### src/rtl/ifu_pkg.sv
// Shared types and constants for the instruction fetch unit.
`ifndef INST_ADDR_BUS
`define INST_ADDR_BUS 31:0
`endif
`ifndef INST_DATA_BUS
`define INST_DATA_BUS 31:0
`endif

package ifu_pkg;

  typedef enum logic [2:0] {
    S_IDLE = 3'd0,
    S_AR   = 3'd1,
    S_R    = 3'd2,
    S_OUT  = 3'd3,
    S_WAIT = 3'd4
  } ifu_state_t;

  localparam logic [31:0] RESET_PC      = 32'h8000_0000;
  localparam logic [31:0] INST_NOP      = 32'h0000_0013;
  localparam logic [1:0]  AXI_RESP_OKAY = 2'b00;

endpackage

### src/rtl/ifu_if.sv
// Fetch-side bus bundle: AXI4-Lite read channel to instruction memory,
// valid/ready toward decode, and the npc return path from writeback.
interface ifu_if;
  logic [`INST_ADDR_BUS] araddr;
  logic                  arvalid;
  logic                  arready;
  logic [`INST_DATA_BUS] rdata;
  logic [1:0]            rresp;
  logic                  rvalid;
  logic                  rready;
  logic [`INST_DATA_BUS] inst;
  logic [`INST_ADDR_BUS] pc;
  logic                  this_valid;
  logic                  next_ready;
  logic                  wb_valid;
  logic [`INST_ADDR_BUS] npc;
  logic                  this_ready;
  logic                  fetch_err;

  // The ifu side drives the address/handshake outputs.
  modport master (
    output araddr, arvalid, rready, inst, pc, this_valid, this_ready, fetch_err,
    input  arready, rdata, rresp, rvalid, next_ready, wb_valid, npc
  );

  // Memory / decode / writeback side.
  modport slave (
    input  araddr, arvalid, rready, inst, pc, this_valid, this_ready, fetch_err,
    output arready, rdata, rresp, rvalid, next_ready, wb_valid, npc
  );
endinterface

### src/rtl/ifu.sv
// Instruction fetch unit: holds the PC, fetches one instruction over AXI4-Lite,
// hands it to decode, then waits for writeback to supply the next PC.
module ifu
  import ifu_pkg::*;
#(
  parameter logic [31:0] RESET_PC = ifu_pkg::RESET_PC
) (
  input  logic  clk,
  input  logic  rst,
  ifu_if.master bus
);

  ifu_state_t state, state_nxt;

  logic [`INST_ADDR_BUS] pc_q;
  logic [`INST_DATA_BUS] inst_q;
  logic                  err_q;

  // State register.
  always_ff @(posedge clk) begin
    if (rst) state <= S_IDLE;
    else     state <= state_nxt;
  end

  // Next-state logic and state-decoded handshake outputs.
  always_comb begin
    state_nxt          = state;
    bus.arvalid        = 1'b0;
    bus.rready         = 1'b0;
    bus.this_valid     = 1'b0;
    bus.this_ready     = 1'b0;
    unique case (state)
      S_IDLE: state_nxt = S_AR;
      S_AR: begin
        bus.arvalid = 1'b1;
        if (bus.arready) state_nxt = S_R;
      end
      S_R: begin
        bus.rready = 1'b1;
        if (bus.rvalid) state_nxt = S_OUT;
      end
      S_OUT: begin
        bus.this_valid = 1'b1;
        if (bus.next_ready) state_nxt = S_WAIT;
      end
      S_WAIT: begin
        bus.this_ready = 1'b1;
        if (bus.wb_valid) state_nxt = S_AR;
      end
      default: state_nxt = S_IDLE;
    endcase
  end

  // PC, instruction and error-pulse registers.
  always_ff @(posedge clk) begin
    if (rst) begin
      pc_q   <= RESET_PC;
      inst_q <= INST_NOP;
      err_q  <= 1'b0;
    end else begin
      err_q <= 1'b0;
      if (state == S_R && bus.rvalid) begin
        inst_q <= bus.rdata;
        err_q  <= (bus.rresp != AXI_RESP_OKAY);
      end
      if (state == S_WAIT && bus.wb_valid)
        pc_q <= {bus.npc[31:2], 2'b00};
    end
  end

  // Registered values straight to the bus.
  always_comb begin
    bus.araddr    = pc_q;
    bus.pc        = pc_q;
    bus.inst      = inst_q;
    bus.fetch_err = err_q;
  end

endmodule
### src/flat_wrapper.sv
// flat-port wrapper written by rule: the top's interface ports become plain ports
module ifu_flat import ifu_pkg::*;
#(
  parameter logic [31:0] RESET_PC = ifu_pkg::RESET_PC
)
  (clk, rst, bus_araddr, bus_arvalid, bus_rready, bus_inst, bus_pc, bus_this_valid, bus_this_ready, bus_fetch_err, bus_arready, bus_rdata, bus_rresp, bus_rvalid, bus_next_ready, bus_wb_valid, bus_npc);
  ifu_if bus_i ();
  input  logic clk;
  input  logic rst;
  output wire logic [$bits(bus_i.araddr)-1:0] bus_araddr;
  output wire logic [$bits(bus_i.arvalid)-1:0] bus_arvalid;
  output wire logic [$bits(bus_i.rready)-1:0] bus_rready;
  output wire logic [$bits(bus_i.inst)-1:0] bus_inst;
  output wire logic [$bits(bus_i.pc)-1:0] bus_pc;
  output wire logic [$bits(bus_i.this_valid)-1:0] bus_this_valid;
  output wire logic [$bits(bus_i.this_ready)-1:0] bus_this_ready;
  output wire logic [$bits(bus_i.fetch_err)-1:0] bus_fetch_err;
  input wire logic [$bits(bus_i.arready)-1:0] bus_arready;
  input wire logic [$bits(bus_i.rdata)-1:0] bus_rdata;
  input wire logic [$bits(bus_i.rresp)-1:0] bus_rresp;
  input wire logic [$bits(bus_i.rvalid)-1:0] bus_rvalid;
  input wire logic [$bits(bus_i.next_ready)-1:0] bus_next_ready;
  input wire logic [$bits(bus_i.wb_valid)-1:0] bus_wb_valid;
  input wire logic [$bits(bus_i.npc)-1:0] bus_npc;
  assign bus_araddr = bus_i.araddr;
  assign bus_arvalid = bus_i.arvalid;
  assign bus_rready = bus_i.rready;
  assign bus_inst = bus_i.inst;
  assign bus_pc = bus_i.pc;
  assign bus_this_valid = bus_i.this_valid;
  assign bus_this_ready = bus_i.this_ready;
  assign bus_fetch_err = bus_i.fetch_err;
  assign bus_i.arready = bus_arready;
  assign bus_i.rdata = bus_rdata;
  assign bus_i.rresp = bus_rresp;
  assign bus_i.rvalid = bus_rvalid;
  assign bus_i.next_ready = bus_next_ready;
  assign bus_i.wb_valid = bus_wb_valid;
  assign bus_i.npc = bus_npc;
  ifu #(.RESET_PC(RESET_PC)) u_core (.clk(clk), .rst(rst), .bus(bus_i));
endmodule
### config.mk
export PLATFORM = sky130hd
export DESIGN_NAME = ifu_flat
export DESIGN_NICKNAME = d
export VERILOG_FILES = /design/src/rtl/ifu_pkg.sv /design/src/rtl/ifu_if.sv /design/src/rtl/ifu.sv /design/src/flat_wrapper.sv
export SDC_FILE = /design/constraint.sdc
export NUM_CORES = 1
export LEC_CHECK = 0
export ABC_CLOCK_PERIOD_IN_PS = 1500
export BUFFER_PORTS_ARGS = -buffer_cell sky130_fd_sc_hd__buf_2
export CAP_MARGIN = 20
export CORE_ASPECT_RATIO = 1.75
export CORE_MARGIN = 10
export CORE_UTILIZATION = 42
export DETAILED_ROUTE_END_ITERATION = 6
export PLACE_DENSITY_LB_ADDON = 0.2
export SETUP_SLACK_MARGIN = 0.3
export SYNTH_ARGS = -nofsm -noshare
export SYNTH_HDL_FRONTEND = slang
export SYNTH_SLANG_ARGS = --single-unit
### constraint.sdc
create_clock -name clk -period 1.5 [get_ports clk]
set_clock_uncertainty 0.05 [all_clocks]
set_input_delay 0.15 -clock clk [delete_from_list [all_inputs] [get_ports clk]]
set_output_delay 0.15 -clock clk [all_outputs]
set_load 0.05 [all_outputs]
==> summary.md <==
| Metric | Value |
|---|---|
| Fillers | `362` |
| CTS tree | `done` |
| Gr usage total | `0.181` |
| Vias in the first global route | `between 3,000 and 4,000` |
| CP Class | `reg -> out` |
| Fin. Hold Viols | `0` |
| Hold Path End | `u_core.bus.fetch_err$_SDFF_PP0_` |
| Most common cell after layout, fill and taps aside | `buf_2` |
| DR vias/cell | `4.80` |
| Leak | `2.31 nW` |
| Net Sw Power | `1.03 mW` |
| Mapped Cells | `333` |
| Syn Area/Cell | `8.06 um^2` |
| I/O Buffers | `166` |
| Max Clock Freq | `687 MHz` |
| Combinational share of power | `0.171` |
| Initial antenna violation count | `1` |
| Buf+Inv Stages, Crit Path | `2` |
| Post-route ant nets | `0` |
| Final Net Count | `between 600 and 700` |
| CP endpoint kind | `output pin` |
| Delay-heaviest family, CP | `flip-flops` |
| CP max FO | `5` |
| Rel. slew slack | `0.615` |
| Fin. max-slew vios | `0` |
| Most frequent cells in the layout | `buf_2 (116), nand2_1 (97), dfxtp_1 (63)` |
| DRC violations left | `0` |
| Critical Path AT | `1.26 ns` |
| Critical path depth in cells | `3` |
| Cell area after layout | `5010 um^2` |
| FF-to-FF Start | `u_core.state[0]$_SDFFE_PP0P_` |
| Slowest cell delay on critical path | `0.38 ns` |
| Post-DP Area | `between 3000 and 4000 um^2` |
| CTS Root Cell | `clkbuf_8` |
| Seq pwr share | `0.438` |
| # setup viols final | `0` |
| Hold path startpoint | `bus_rresp[0]` |
| Drt wl/cell | `17.1 um` |
| Worst hold path depth | `3` |
| CP required | `1.30 ns` |
| Largest net degree at the start of global routing | `31` |
| Synth top area share | `0.492` |
| Sink Count | `66` |
| CP Launch Type | `register` |
| Most common cell on crit path | `buf_6` |
| Synth-to-Final Area Change | `86.6%` |
| Final worst path period need | `1.46 ns` |
| Clk_lat worst skew | `0.35 ns` |
| FF+latch count, synth | `66` |
| Reg2Reg Depth | `6` |
| Die width | `80.4 um` |
| Core ar. | `just over 6000 um^2` |
| Clk buf depth | `2` |
| Crit-path cells | `buf_6 -> nor3b_4 -> buf_6` |
| Hold crit path type | `in -> reg` |
| Measured slew at the worst slew-check pin | `between 0.5 and 0.6 ns` |
| Worst vdd ir | `slightly below 1 mV` |
| Ys Warns | `0` |
| Detailed Route Iter0 Violations | `152` |
| Total gr overflow | `0` |
| GPL Wtd Cong | `0.770` |
| Netlist Area Pre-Place | `2680 um^2` |
| Power density cells | `819 nW/um^2` |
| Die Area | `roughly 10,000 um^2` |
| Clock Power Share | `0.390` |
| Clk pin slew, worst setup/hold paths | `0.07 ns` |
| TNS Setup | `0 ns` |
| Flop2flop setup slack | `0.05 ns` |
| Die Y-Extent | `126 um` |
| Row cnt | `38` |
| Top post-synthesis cells by area | `dfxtp_1 (49%), nand2_1 (17%), a21oi_1 (11%)` |
| Crit-path slowest cell | `dfxtp_4` |
| Synth area leader | `dfxtp_1` |
| First-pass GRT wire length | `roughly 15,000 um` |
| Total number of vias | `3,044` |
| Router iterations before antenna repair | `4` |
| H-tree depth | `3` |
| Switching share of power | `0.251` |
| Capturing point of the worst reg2reg path | `u_core.bus.inst[26]$_SDFFE_PP0P_` |
| Synth unique cells | `19` |
| Max-cap viol count | `0` |
| Pint | `between 3 and 4 mW` |
| Layout cells sized above 1 | `0.497` |
| Final period util | `0.971` |
| Final core occ | `0.804` |
| CTS buffer count | `9` |
| Sequential-to-total area share from yosys stat | `0.492` |
| Final HPWL DP | `approximately 5800 um` |
| Starting Density | `0.431` |
| IO Count | `173` |
| RSZ-0062 raised after global routing | `true` |
| Status | `completed` |
| DRT Wirelength | `10,900 um` |
## power groups by stage
stage               Sequential [mW]  Clock (mW)  Combinational, mW
finish                         1.80        1.60              0.704
global placement               1.83           0              0.411
CTS                            1.80        1.63              0.614
global route                   1.80        1.70              0.744
detailed placement             1.84           0              0.414
floorplan                      1.91           0              0.200
## cells in the mapped netlist
master	n
nand4bb_1	2
conb_1	1
nand2b_1	1
a21oi_1	60
clkbuf_1	7
buf_4	39
a21oi_2	1
and4bb_2	2
nor2_1	4
mux2_4	1
and3b_2	2
a211o_1	1
nor3b_1	4
nand2_1	120
buf_2	9
nand3b_1	1
nor3_1	8
buf_6	4
dfxtp_1	66
## metrics by stage
| step | hold slack, ns | setup WS [ns] | total power, mW | instances |
|---|---|---|---|---|
| after floorplan | 0.217 | 0.186 | 2.11 | 336 |
| after global placement | 0.313 | 0.0863 | 2.24 | 534 |
| after detailed placement | 0.323 | 0.0743 | 2.25 | 534 |
| after CTS | 0.00649 | 0.0624 | 4.04 | 626 |
| after global routing | 0.0237 | -0.00147 | 4.24 | 634 |
| final | 0.0132 | 0.0435 | 4.10 | 634 |
## state kept, by name (all words and copies together) (netlist names)
signal and flops:
u_core.bus.inst 32, u_core.bus.fetch_err 1, u_core.state 3, u_core.bus.araddr 30
## area by class of cell
class,instances,area (um^2),area share
clock inverter,1,30.0,0.00600
multi-input combinational,212,1310,0.262
clock buffer,15,186,0.0372
sequential,66,1330,0.265
tap,80,100,0.0200
timing repair buffer,259,2050,0.409
antenna,1,2.50,0.000500
## metal layers
metal	GRT usage	vias up	share of wire
li1	-	1463	-
met1	0.171	1410	0.33
met2	0.326	152	0.55
met3	0.0755	19	0.10
met4	0.0771	0	0.019
met5	0	-	0
## how the worst max path moves through the flow
stage | slack, ns | startpoint | endpoint
after global routing | -0.001 | u_core.state[0]$_SDFFE_PP0P_ | u_core.bus.inst[27]$_SDFFE_PP0P_
final | 0.04 | u_core.state[2]$_SDFFE_PP0P_ | bus_this_ready
after global placement | 0.09 | u_core.state[1]$_SDFFE_PP0P_ | u_core.bus.araddr[17]$_SDFFE_PP0P_
after CTS | 0.06 | u_core.state[2]$_SDFFE_PP0P_ | bus_this_ready
after detailed placement | 0.07 | u_core.state[0]$_SDFFE_PP0P_ | u_core.bus.araddr[17]$_SDFFE_PP0P_
after floorplan | 0.19 | u_core.state[0]$_SDFFE_PP0P_ | u_core.state[2]$_SDFFE_PP0P_
## worst register-to-register path, cell delays in order, from the launching register on
cell	delay, ns
dfxtp_2	0.34
buf_6	0.12
and4bb_4	0.39
buf_12	0.13
clkbuf_16	0.16
nand2_4	0.05
a21oi_2	0.15
## cells by family (layout without fill, tap and decap cells)
kind of cell           Yosys count  count (layout)  synth area share
AND/OR/NAND/NOR                144             145             0.230
flip-flops                      66              66             0.492
AO/OA/AOI/OAI                   62              62             0.118
buffers and inverters           59             275             0.152
other                            1               5           0.00140
multiplexers                     1               1           0.00559
## timing repair
| item | in CTS | in global routing |
|---|---|---|
| pin swaps | 3 | 42 |
| hold buffers | 62 | 0 |
| cloned | 3 | 3 |
| buffers inserted | 11 | 4 |
| resized for setup | 30 | 113 |
| setup endpoints to repair | 65 | 107 |
| endpoints found under the hold margin | 62 | 0 |
Power figures use the tool's default switching activity.
